## config.mk

```make
export PLATFORM = sky130hd
export DESIGN_NAME = reverse_frame_ctrl
export DESIGN_NICKNAME = d
export VERILOG_FILES = /design/src/rtl/reverse_pkg.sv /design/src/rtl/reverse_frame_ctrl_bit_reverse_word.sv /design/src/rtl/reverse_frame_ctrl.sv
export SDC_FILE = /design/constraint.sdc
export NUM_CORES = 1
export LEC_CHECK = 0
export CAP_MARGIN = 30
export CORE_MARGIN = 2
export CORE_UTILIZATION = 30
export CTS_BUF_LIST = sky130_fd_sc_hd__clkbuf_8
export CTS_CLUSTER_DIAMETER = 50
export DETAILED_ROUTE_END_ITERATION = 16
export PLACE_DENSITY_LB_ADDON = 0.15
export SLEW_MARGIN = 15
export SYNTH_ARGS = -nofsm -noshare
export SYNTH_HDL_FRONTEND = slang
export SYNTH_HIERARCHICAL = 1
export SYNTH_SLANG_ARGS = --single-unit
```

## constraint.sdc

```tcl
create_clock -name clk_i -period 2.2 [get_ports clk_i]
set_clock_uncertainty 0.05 [all_clocks]
set_input_delay 0.44 -clock clk_i [delete_from_list [all_inputs] [get_ports clk_i]]
set_output_delay 0.44 -clock clk_i [all_outputs]
set_load 0.1 [all_outputs]
```

## src/rtl/reverse_pkg.sv

```systemverilog
// Shared definitions for the streaming frame reverser: state codes and a
// generic bit-reversal helper.
package reverse_pkg;

    localparam logic [1:0] ST_FILL  = 2'd0;
    localparam logic [1:0] ST_LOAD  = 2'd1;
    localparam logic [1:0] ST_DRAIN = 2'd2;

    typedef enum logic [1:0] {
        StFill  = ST_FILL,
        StLoad  = ST_LOAD,
        StDrain = ST_DRAIN
    } state_e;

    // Widest word the helper handles.
    localparam int unsigned MaxW = 64;
    localparam int unsigned IdxW = $clog2(MaxW);

    // Reverse the low w bits of d; bits at and above w come back as zero.
    function automatic logic [MaxW-1:0] bitrev(input logic [MaxW-1:0] d, input int unsigned w);
        logic [MaxW-1:0] r;
        r = '0;
        for (int unsigned i = 0; i < MaxW; i++) begin
            if (i < w) begin
                r[IdxW'(i)] = d[IdxW'(w - 1 - i)];
            end
        end
        return r;
    endfunction

endpackage

```

## src/rtl/reverse_frame_ctrl_bit_reverse_word.sv

```systemverilog
// Combinational word bit reversal: out bit i takes in bit W-1-i.
module bit_reverse_word #(
    parameter int unsigned W = 8
) (
    input  logic [W-1:0] in_i,
    output logic [W-1:0] out_o
);

    // Pure wiring permutation, no logic.
    for (genvar i = 0; i < W; i++) begin : g_bit
        assign out_o[i] = in_i[W-1-i];
    end

endmodule

```

## src/rtl/reverse_frame_ctrl.sv

```systemverilog
// Streaming frame reverser: collects up to DEPTH words, then replays them
// last-word-first with each word bit-reversed.
module reverse_frame_ctrl
    import reverse_pkg::*;
#(
    parameter int unsigned W     = 8,
    parameter int unsigned DEPTH = 8
) (
    input  logic         clk_i,
    input  logic         rst_i,
    input  logic         s_valid_i,
    output logic         s_ready_o,
    input  logic [W-1:0] s_data_i,
    input  logic         s_last_i,
    output logic         m_valid_o,
    input  logic         m_ready_i,
    output logic [W-1:0] m_data_o,
    output logic         m_last_o,
    output logic         busy_o,
    output logic         trunc_err_o
);

    localparam int unsigned PtrW = $clog2(DEPTH);
    localparam int unsigned CntW = $clog2(DEPTH + 1);

    state_e          state_q;
    logic [PtrW-1:0] wr_ptr_q;
    logic [PtrW-1:0] rd_ptr_q;
    logic [CntW-1:0] cnt_q;
    logic            m_valid_q;
    logic            m_last_q;
    logic [W-1:0]    m_data_q;
    logic            trunc_err_q;

    logic [W-1:0]    frame_mem [DEPTH];

    logic            s_accept;
    logic            m_accept;
    logic            wr_at_end;
    logic            frame_end;
    logic [PtrW-1:0] rd_addr;
    logic [W-1:0]    rd_word;
    logic [W-1:0]    rev_word;

    assign s_ready_o = (state_q == StFill) && !rst_i;
    assign s_accept  = s_valid_i && s_ready_o;
    assign m_accept  = m_valid_q && m_ready_i;
    assign wr_at_end = (wr_ptr_q == PtrW'(DEPTH - 1));
    assign frame_end = s_accept && (s_last_i || wr_at_end);

    // LOAD fetches the newest word (cnt-1); DRAIN walks rd_ptr downwards.
    assign rd_addr = (state_q == StLoad) ? PtrW'(cnt_q - CntW'(1)) : rd_ptr_q;
    assign rd_word = frame_mem[rd_addr];

    bit_reverse_word #(
        .W (W)
    ) u_bit_reverse_word (
        .in_i  (rd_word),
        .out_o (rev_word)
    );

    // Frame buffer write port; contents are not cleared by reset.
    always_ff @(posedge clk_i) begin
        if (s_accept) begin
            frame_mem[wr_ptr_q] <= s_data_i;
        end
    end

    // Control FSM, pointers and registered output stage.
    always_ff @(posedge clk_i) begin
        if (rst_i) begin
            state_q     <= StFill;
            wr_ptr_q    <= '0;
            rd_ptr_q    <= '0;
            cnt_q       <= '0;
            m_valid_q   <= 1'b0;
            m_last_q    <= 1'b0;
            m_data_q    <= '0;
            trunc_err_q <= 1'b0;
        end else begin
            // Buffer filled without a last marker: flag it for one cycle.
            trunc_err_q <= frame_end && !s_last_i;
            unique case (state_q)
                StFill: begin
                    if (s_accept) begin
                        if (frame_end) begin
                            cnt_q    <= CntW'(wr_ptr_q) + CntW'(1);
                            wr_ptr_q <= '0;
                            state_q  <= StLoad;
                        end else begin
                            wr_ptr_q <= wr_ptr_q + PtrW'(1);
                        end
                    end
                end
                StLoad: begin
                    m_data_q  <= rev_word;
                    m_last_q  <= (cnt_q == CntW'(1));
                    m_valid_q <= 1'b1;
                    // Wraps for a one-word frame; never read in that case.
                    rd_ptr_q  <= PtrW'(cnt_q - CntW'(2));
                    state_q   <= StDrain;
                end
                StDrain: begin
                    if (m_accept) begin
                        if (m_last_q) begin
                            m_valid_q <= 1'b0;
                            m_last_q  <= 1'b0;
                            state_q   <= StFill;
                        end else begin
                            m_data_q <= rev_word;
                            m_last_q <= (rd_ptr_q == '0);
                            rd_ptr_q <= rd_ptr_q - PtrW'(1);
                        end
                    end
                end
                default: state_q <= StFill;
            endcase
        end
    end

    assign m_valid_o   = m_valid_q;
    assign m_last_o    = m_last_q;
    assign m_data_o    = m_data_q;
    assign trunc_err_o = trunc_err_q;
    assign busy_o      = (state_q != StFill);

endmodule
```

Word level (Yosys, flattened, before mapping)

Memory sizes are Yosys's and may differ from the RTL's.
Index checks and enable logic that the tools add are counted.

Input port bits: 13
Output and inout bits: 13
Memories: 1
Word-level logic and storage cells: 62
Register bits after elaboration: 23
RAM bits: 64

Memory list:

| memory    | depth | width | rd ports | clocked after Yosys merged registers in | write ports | RTL line                 | text |
|---|---|---|---|---|---|---|---|
| frame_mem | 8     | 8     | 1        | 0                                       | 1           | reverse_frame_ctrl.sv:35 | `logic [W-1:0] frame_mem [DEPTH];` |

Muxes and demuxes: 21
Equal/unequal tests: 9
Add/sub/neg operators: 5
Reductions and logical operators: 18

Operators by type and width:

| kind                                              | number |
|---|---|
| 2-to-1 mux 8 bit                                  | 2 |
| one-hot mux 8 bit (2 select lines)                | 1 |
| 2-to-1 mux 3 bit                                  | 4 |
| != test 2 bit (second input constant)             | 5 |
| AND reduction 3 bit                               | 3 |
| 2-to-1 mux 2 bit                                  | 4 |
| 2-to-1 mux 1 bit                                  | 6 |
| one-hot mux 2 bit (3 select lines)                | 1 |
| one-hot mux 3 bit (2 select lines)                | 1 |
| subtractor 3 x 1 -> 3 bit (second input constant) | 2 |
| logical AND 1 bit                                 | 5 |
| adder 3 x 1 -> 4 bit (second input constant)      | 1 |
| == test 4 x 1 -> 1 bit (second input constant)    | 1 |
| one-hot mux 1 bit (2 select lines)                | 2 |
| AND reduction 2 bit                               | 2 |
| AND reduction 4 bit                               | 1 |
| nonzero test 2 bit                                | 2 |
| adder 3 x 1 -> 3 bit (second input constant)      | 1 |
| == test 3 bit (second input constant)             | 1 |
| logical NOT 3 bit                                 | 1 |
| subtractor 3 x 2 -> 3 bit (second input constant) | 1 |
| == test 2 x 1 -> 1 bit (second input constant)    | 1 |
| == test 2 bit (second input constant)             | 1 |
| logical NOT 1 bit                                 | 2 |
| 2 further kinds                                   | 2 |

Logic depth before layout (Yosys ltp)

Gate-level depths: netlist (run 1).

Depth after elaboration: 7
Depth in mapped cells: 10

Modules after synthesis

The synthesis (run 1) kept the hierarchy.

By module, submodules not included:

| module             | sequential area each (µm²) | cells an instance | area each (µm²) | instances |
|---|---|---|---|---|
| reverse_frame_ctrl | 2382.3                     | 327               | 3858.7          | 1 |
| bit_reverse_word   | 0.0                        | 8                 | 60.1            | 1 |

Least setup slack after synthesis (run 1)

No wires, ideal clock.

Path kind: reg2out
Start point: register state_q[1]
End point: output s_ready_o
Cell stages (with the launch flop): 3
Path slack: -666 ps
Required time: 1710 ps
Data arrival time: 2376 ps
Cells stage by stage: dfxtp_1 -> or2_1 -> nor2_1

Word-level cells in the longest chain between the ends: 2

Ends and longest elaborated chain:

| item                   | RTL line                  | text |
|---|---|---|
| start, declared        | reverse_frame_ctrl.sv:26  | `state_e state_q;` |
| start signal, assigned | reverse_frame_ctrl.sv:72  | `state_q <= StFill;` |
| start signal, assigned | reverse_frame_ctrl.sv:89  | `state_q <= StLoad;` |
| start signal, assigned | reverse_frame_ctrl.sv:101 | `state_q <= StDrain;` |
| logical NOT 2 bit      | reverse_frame_ctrl.sv:45  | `assign s_ready_o = (state_q == StFill) && !rst_i;` |
| logical AND 1 bit      | reverse_frame_ctrl.sv:45  |  |
| end, declared          | reverse_frame_ctrl.sv:12  | `output logic s_ready_o,` |

No other way between the ends.

Final worst setup path (run 1)

Start point: register cnt_q[0]
End point: register m_data_q[2], in the netlist m_data_o[2]

Word-level cells in the longest chain between the ends: 6

Ends and longest elaborated chain:

| item                                   | RTL line                  | text |
|---|---|---|
| start, declared                        | reverse_frame_ctrl.sv:29  | `logic [CntW-1:0] cnt_q;` |
| start signal, assigned                 | reverse_frame_ctrl.sv:87  | `cnt_q <= CntW'(wr_ptr_q) + CntW'(1);` |
| subtractor 3 x 1 -> 3 bit (*)          | reverse_frame_ctrl.sv:52  | `assign rd_addr = (state_q == StLoad) ? PtrW'(cnt_q - CntW'(1)) : rd_ptr_q;` |
| 2-to-1 mux 3 bit (*)                   | reverse_frame_ctrl.sv:52  |  |
| memory (8 x 8 bit) (*)                 | -                         |  |
| named net rd_word[5]                   | reverse_frame_ctrl.sv:42  | `logic [W-1:0] rd_word;` |
| 2-to-1 mux 8 bit                       | reverse_frame_ctrl.sv:105 | `if (m_last_q) begin` |
| 2-to-1 mux 8 bit                       | reverse_frame_ctrl.sv:104 | `if (m_accept) begin` |
| one-hot mux 8 bit (2 select lines) (*) | reverse_frame_ctrl.sv:83  | `unique case (state_q)` |
| end signal, assigned                   | reverse_frame_ctrl.sv:96  | `m_data_q <= rev_word;` |
| end signal, assigned                   | reverse_frame_ctrl.sv:110 | `m_data_q <= rev_word;` |
| end, declared                          | reverse_frame_ctrl.sv:32  | `logic [W-1:0] m_data_q;` |

The timed path passes the listed nets; every way through them passes the cells marked *. The select of a mux whose other input is x is not followed.
A chain may end at the register's enable or synchronous reset.

==> impl_summary.md, run 1 <==
Run status
The run finished with clean final reports.

Critical path
The category of the critical setup timing path is reg -> reg. The critical path goes through inv_1 > ha_1 > xor2_2 > mux2_4 > a2111oi_0 > nor4_2 > nand2_1 > a21oi_1. For this design, the slowest cell found on the critical path is a2111oi_0. The data arrival time of the critical path is 2330 ps. Along the worst path, the maximum fanout reaches 8. On the worst path, the slowest cell contributes a delay of 540 ps. The sort of element at the end of the critical path is a register. STA puts the critical path data required time at 2380 ps.

The buffers plus inverters on the worst setup path is 1. The startpoint type of the worst setup path is a register. The category of cells accounting for the largest share of critical-path delay is compound AO/OA/AOI/OAI gates. The critical register-to-register path endpoint is m_data_o[2]. The worst register-to-register path begins at cnt_q[0]. For the worst flop-to-flop path, the logic depth is 8.

Setup slack on the worst reg-to-reg path comes out at 50 ps.

Final layout
The sequential standard cell area is 2380 µm². The count of nets after finishing is around 400. The filler cell count is ~1200. The post-route netlist has between 20% and 30% of its cells at a drive strength greater than 1. The multi-input combinational cells in the finished layout cover a total of 1440 µm². The total inserted antenna cells is 0.

The area overhead of the layout relative to synthesis is 28.1%.

Power
The clock share of power is 33.2%. The worst-case IR drop observed on VDD is 0.221 mV. For this design the static power due to leakage is 1.78 nW.

The fraction of power consumed by combinational cells is 15.9%. For this design the ratio of total power to cell area is 704 nW/µm². The reported net switching power is 0.000916 W.

The fraction of power consumed by sequential logic is 50.9%. Net switching is around a quarter of the power. The internal portion of the total power is 0.00262 W.

Logic synthesis
The share of the Yosys chip area taken by registers is approximately three fifths. The number of warnings printed during yosys synthesis is 6. Synthesis produced a netlist with a net count of 354.

The distinct cell type count after synthesis is 37. Synthesis handed over a netlist of 335 instances. The synthesized cell area is around 3900 µm².

The average instance in the mapped netlist occupies approximately 12 µm². Among all flip-flop cells after synthesis, the most frequent one is edfxtp_1. Counting flops and latches in the post-synthesis netlist gives 87. Counting flops with an async set or reset pin after synthesis yields a share of 0%. In this run, synthesis inferred 64 flip-flops with an integrated enable.

Timing
The slack of the critical path is about 51 ps. The max-slew violation total from the final report is 0. The final critical path time including I/O delays and setup is between 2000 and 2500 ps. At the pin with the least slew margin, the transition time is 536 ps. The highest achievable clock rate is 465 MHz. Setup violations remaining at the end of the flow were counted as 0. Setup repair after global routing could not meet its margin everywhere.

Across all hold checks on the routed design, the worst slack comes to 404 ps. Measured against its own limit, the worst slew margin works out to 63.3%. The final count of hold timing violations was 0. The final cycle utilization of the critical path is between 90% and 100%.

Routing
The detail route stage leaves a number of antenna-violating nets equal to 0. The routed layout has 2798 vias. The via count normalized by instance count is 4.97. The first TritonRoute pass finished after 4 iterations. The DRC violation count after routing is 0. The number of violations reported at the end of detailed-routing iteration 0 is 175.

The average wire length per cell after detail routing is ~19 µm. The routed wire length is roughly 11000 µm.

Die
The core region is 12700 µm². The die covers 14000 µm². The height of the die is 118 µm. The count of standard-cell rows is 41.

The initial core utilization is 30.9%. The die outline width is ~120 µm. The count of pins on the block boundary is 26.

CTS
The clock tree from TritonCTS is done. The number of buffers created by CTS is 9. At the later pin of the worst-skew pair, clock insertion delay measures 360 ps. The post-CTS setup-driven buffer insertion count is 0.

The cell sitting at the root of the clock tree is a clkbuf_8. The H-tree depth is 3. The clock transition time at the flip-flop clock pins of the worst setup and hold paths is 80 ps. The clock sink count is 87. Counting along the longest clock path gives a buffer depth of 2.

Worst hold path
The worst hold path was traced through 2 stages. The path with the worst hold slack has its endpoint at m_data_o[0]. The path class of the lowest-slack min-delay path is reg -> reg. In this run the most critical hold path is launched from m_data_o[0].

Flow run
The max-capacitance violation count is 0.

Global routing
The initial antenna violation count is 0. The largest net degree at the start of global routing is 33. The aggregate global-route resource usage is 15.5%.

The number of global-route vias before repair is 2731. The wire length of the first global-routing pass is 16100 µm. Global routing finished with a remaining overflow of 0.

Place
The placement-stage worst setup slack is -59.7 ps. Port buffering added 25 buffers. The routability congestion estimate from global placement is 0.779. The post-detailed-placement half-perimeter wirelength is 7140 µm.
cells in the mapped netlist, types with 2 or more instances:
master	n	area [µm²]
edfxtp_1	64	1920
inv_1	36	135
a211oi_1	33	248
a2111oi_0	32	280
nand2_1	28	105
dfxtp_1	23	460
a21oi_1	19	95.1
nor2_1	13	48.8
clkbuf_1	11	41.3
buf_4	10	75.1
buf_2	8	40.0
nor4_1	8	50.1
ha_1	6	75.1
nand2b_1	5	31.3
o21ai_1	5	25.0
nand3_1	4	20.0
nor3_1	4	20.0
buf_6	2	22.5
mux2_4	2	30.0
mux2i_1	2	20.0
mux2i_2	2	27.5
nor2b_1	2	12.5
xor2_1	2	17.5
final cells by class:
type,instances,share of cell area (%)
multi-input combinational,181,28.8
sequential,87,47.5
timing repair buffer,70,12.6
tap,172,4.29
clock inverter,7,1.62
inverter,37,2.77
clock buffer,9,2.47
registers in the layout (all words and copies together), names as in the netlist:
name         flops
cnt_q            4
frame_mem       64
m_data_o         8
rd_ptr_q         3
m_last_o         1
state_q          2
wr_ptr_q         3
trunc_err_o      1
m_valid_o        1
timing repair:
action,in CTS,in global routing
setup endpoints to repair,4,8
gates cloned,0,1
hold buffers,0,0
hold endpoints to repair,0,0
resized for setup,7,47
tightest hold or removal path, cell delays in order, from the launching register on:
cell     delay (ps)
dfxtp_1         310
nand2_1          50
a21oi_1          50
layout by cell type, fill, tap and decap left out, types with 3 or more instances in the layout:
| cell | Yosys | layout |
|---|---|---|
| dfxtp_1 | 23 | 22 |
| edfxtp_1 | 64 | 64 |
| a2111oi_1 | 0 | 10 |
| clkbuf_8 | 0 | 9 |
| nand2_1 | 28 | 28 |
| a21oi_1 | 19 | 19 |
| buf_4 | 10 | 51 |
| clkdlybuf4s50_1 | 0 | 12 |
| nor3_1 | 4 | 4 |
| nor2_1 | 13 | 12 |
| a2111oi_2 | 0 | 13 |
| nand2b_1 | 5 | 5 |
| nor4_1 | 8 | 3 |
| a211oi_1 | 33 | 33 |
| nand3_1 | 4 | 4 |
| ha_1 | 6 | 6 |
| nor4_4 | 0 | 3 |
| buf_12 | 0 | 6 |
| o21ai_1 | 5 | 5 |
| a2111oi_0 | 32 | 7 |
| mux2_4 | 2 | 3 |
| inv_1 | 36 | 39 |
worst max-delay path by stage:
stage / from / to / slack, ps / depth (start not counted)
after floorplan: state_q[1] / s_ready_o / 90 / 2
after global placement: cnt_q[0] / m_data_o[4] / -110 / 8
after CTS: cnt_q[0] / m_data_o[5] / 10 / 9
final: cnt_q[0] / m_data_o[2] / 50 / 8
after detailed placement: cnt_q[0] / m_data_o[3] / -60 / 9
after global routing: cnt_q[0] / m_data_o[5] / -60 / 9
through the flow:
step / std cells / power, W / cell area (µm²) / utilization (%) / TNS [ps]
global route: 563 / 0.00368 / 5020 / 39.6 / -254
global placement: 546 / 0.00233 / 4600 / 36.3 / -935
finish: 563 / 0.00354 / 5020 / 39.6 / 0
CTS: 562 / 0.00352 / 4820 / 38.1 / 0
detailed placement: 546 / 0.00233 / 4600 / 36.3 / -281
floorplan: 335 / 0.00214 / 3930 / - / 0
power groups by stage:
| stage | logic, W | clock network, W | registers, W |
|---|---|---|---|
| 2_1_floorplan | 0.000238 | 0 | 0.00191 |
| 3_3_place_gp | 0.000495 | 0 | 0.00184 |
| 3_5_place_dp | 0.000495 | 0 | 0.00184 |
| 4_1_cts | 0.000502 | 0.00122 | 0.00180 |
| 5_1_grt | 0.000598 | 0.00128 | 0.00180 |
| 6_report | 0.000563 | 0.00117 | 0.00180 |
per-layer routing:
metal	global-route usage [%]	wire length [µm]
met3	2.90	361
met5	0	0
met4	6.55	192
met1	20.8	4890
met2	24.3	5130
cells by family after synthesis:
family	share of synthesized area [%]
AOI/OAI and AO/OA	17.1
muxes	1.98
and+or+nand+nor	9.61
adders and majority gates	1.92
xor gates and xnor gates	0.447
DFF	60.8
buffers and inverters	8.11
No activity file was read; power rests on OpenSTA's default activity.
==> run 2: changes to the inputs <==
--- a/config.mk
+++ b/config.mk
@@ -9,7 +9,7 @@
 export CORE_MARGIN = 2
 export CORE_UTILIZATION = 30
 export CTS_BUF_LIST = sky130_fd_sc_hd__clkbuf_8
-export CTS_CLUSTER_DIAMETER = 50
+export CTS_CLUSTER_DIAMETER = 80
 export DETAILED_ROUTE_END_ITERATION = 16
 export PLACE_DENSITY_LB_ADDON = 0.15
 export SLEW_MARGIN = 15
==> results of run 2 <==
Same layout as run 1: the final DEF is identical, and so are final timing and power.
==> run 3: changes to the inputs <==
--- a/config.mk
+++ b/config.mk
@@ -7,10 +7,11 @@
 export LEC_CHECK = 0
 export CAP_MARGIN = 30
 export CORE_MARGIN = 2
-export CORE_UTILIZATION = 30
+export CORE_UTILIZATION = 39
 export CTS_BUF_LIST = sky130_fd_sc_hd__clkbuf_8
 export CTS_CLUSTER_DIAMETER = 80
 export DETAILED_ROUTE_END_ITERATION = 16
+export MAX_ROUTING_LAYER = met4
 export PLACE_DENSITY_LB_ADDON = 0.15
 export SLEW_MARGIN = 15
 export SYNTH_ARGS = -nofsm -noshare
==> run 3 against run 2 <==
  * The run now ends with setup timing left
  * Largest power group unchanged
  * Die area is 22% lower
  * Design area is 1.2% lower
  * Flip-flop and latch count stayed put
  * Worst setup slack worse by 68 ps
  * Routed wire length is 8.6% lower
==> impl_summary.md, run 3 (synthesis gave the netlist of run 1 again) <==
Run status
The run finished, with violations left. The final reports fail on setup timing.

Timing
Hold is met by 405 ps. The final critical path time including I/O delays and setup is ~2200 ps. The max-slew violation total from the final report was 0. The total negative slack for setup checks is -17.5 ps. For the pin with the worst max-slew slack, the measured transition is 548 ps. Setup repair after global routing could not meet its margin everywhere. The number of setup violations in the final report is 1. Setup slack on the critical path of the routed design comes to -17.5 ps. The highest achievable clock rate is 451 MHz.

The final cycle utilization of the critical path is 101%. The final count of hold timing violations is 0. In this run the tightest slew margin relative to its limit is 62.5%.

CTS
The worst-skew pair later-pin latency is 360 ps. The clock passes through at most 2 buffers. The H-tree generated during clock tree synthesis spans 3 levels. The number of buffers created by CTS is 9. The root buffer cell chosen for the clock tree is clkbuf_8. Clock-pin slew was measured on the worst setup and hold paths at 90 ps. In this run, post-CTS hold repair placed 0 buffers. The clock sink count is 87. The clock tree from TritonCTS is done.

Critical path
The category of the critical setup timing path is reg -> reg. The data arrival time of the critical path is 2410 ps. In this run the critical register-to-register path is launched from state_q[1]. The startpoint type of the worst setup path is a register. The number of cells on the worst reg-to-reg path is 8. The sort of element at the end of the critical path is a register. In this run the critical register-to-register path is captured at m_data_o[5]. In this run the worst path has a maximum fanout of 32.

The register-to-register setup slack is -20 ps. The critical path ends at m_data_o[5]. The startpoint of the worst setup timing path is state_q[1]. The required time of the worst setup path is 2400 ps.

Routing
The antenna violation net count after detailed routing is 0. The number of violations reported at the end of detailed-routing iteration 0 is 177. The detailed-routing iteration count for the pre-antenna-repair pass is 4. The DRC violation count after routing is 0. The via count normalized by instance count is ~5.4. The final route contains between 2000 and 3000 vias. The average wire length per cell after detail routing is 18.4 µm. The routed wire length is 9660 µm.

Die
The initial utilization of the core area, before any placement, comes to 40.1%. The die covers 10900 µm². The count of pins on the block boundary is 26.

The area of the core is about 10000 µm². In this run the core area contains 36 standard-cell rows. The die outline width is 104 µm. The height of the die is 104 µm.

Power
The sum of internal, switching and leakage power is 0.00334 W. Summed over all cells, the static leakage comes to 1.76 nW. Dividing total power by cell area gives a power density of 673 nW/µm². The maximum resistive drop on vdd is 0.349 mV.

Worst hold path
The path class of the lowest-slack min-delay path is reg -> reg.

Global routing
For met2 alone, demand over resource in global routing was 26.1%. The total overflow reported by the global router is 0. The first global-routing pass estimated ~14000 µm of wire.

The initial antenna violation count is 0. The aggregate global-route resource usage is 17.8%. For met1 alone, demand over resource in global routing was 25.1%. After global routing, the most crowded layer is met2. The largest net degree at the start of global routing is 33. Global routing consumed, on the met3 layer, 4.51% of the routing resources.

The number of global-route vias before repair came to 2588.

Final layout
The filler cells instantiated in the layout total 871. The repair_antennas step left the layout with diodes totalling 0. Ranked by flip-flop count, first place goes to frame_mem. In the layout the commonest cells are 64 x edfxtp_1, 50 x buf_4, 37 x inv_1, 32 x a211oi_1, 28 x nand2_1.

The most common cell after layout, fill and taps aside is edfxtp_1. The register with the most flip-flops in the layout has 64 of them. Compared with the post-synthesis result, the final layout area differs by 26.6%. The count of nets after finishing is 407. The ratio of cells with drive above 1 in the final layout is between 20% and 30%.

The final instance area is 4960 µm². The finished layout holds 526 standard cells, fillers aside.

Place
The placed cell count is 503. The routability congestion estimate from global placement is 0.863. Summed over all nets, the half-perimeter wirelength after detailed placement is 6400 µm. The number of I/O port buffers is 25. The post-placement cell area is roughly 4500 µm².

Flow run
The max-capacitance violation count is 0.
==> run 3: changes by cell type in the layout (fill, tap and decap cells not counted), sizes merged <==
cell / previous run / this run
clkinvlp: 0 / 3
bufinv: 2 / 0
buf: 58 / 59
clkbuf: 9 / 10
clkinv: 2 / 1
==> run 3: stage by stage <==
stage          utilization (%)  setup slack, ps
2_1_floorplan                -             88.6
3_3_place_gp              46.2            -73.2
3_5_place_dp              46.2             -130
4_1_cts                   48.1             5.37
5_1_grt                   50.8            -51.1
6_report                  50.8            -17.5
==> run 3: power breakdown <==
group | switching [W] | internal (W)
registers | 0.0000185 | 0.00178
clock network | 0.000579 | 0.000411
logic | 0.000335 | 0.000213
==> run 3: final cells by class <==
class	count	area [µm²]	share of cell area, %
clock buffer	9	124	2.50
clock inverter	7	48.8	0.983
inverter	37	139	2.80
multi-input combinational	181	1430	28.8
sequential	87	2390	48.1
tap	133	166	3.35
timing repair buffer	72	668	13.5
==> run 3: what timing repair did <==
action                     CTS  global route
cloned                       0             3
resized for setup            6            53
setup endpoints to repair    3             8
buffers inserted             0             4
pin swaps                    0             2
==> run 3: worst max-delay path: stages (launching register included) <==
cell	delay, ps
dfxtp_1	320
nand2b_2	240
buf_12	190
a21o_1	210
buf_12	170
a2111oi_1	590
nor4_2	140
nand2_1	100
a21oi_1	60
==> run 3: worst min-delay path by stage <==
stage,endpoint,start,cells after the start
after floorplan,cnt_q[3],cnt_q[3],2
after global placement,m_data_o[3],m_data_o[3],2
after detailed placement,m_data_o[0],m_data_o[0],2
after CTS,m_data_o[4],m_data_o[4],2
after global routing,m_data_o[3],m_data_o[3],2
final,m_data_o[4],m_data_o[4],2
==> run 3: layer usage <==
layer / share of wire, % / vias to the layer above / wire (µm)
li1: - / 1368 / -
met1: 48 / 1387 / 4630
met2: 47 / 68 / 4540
met3: 4.3 / 6 / 413
met4: 0.85 / 0 / 82
met5: 0 / - / 0
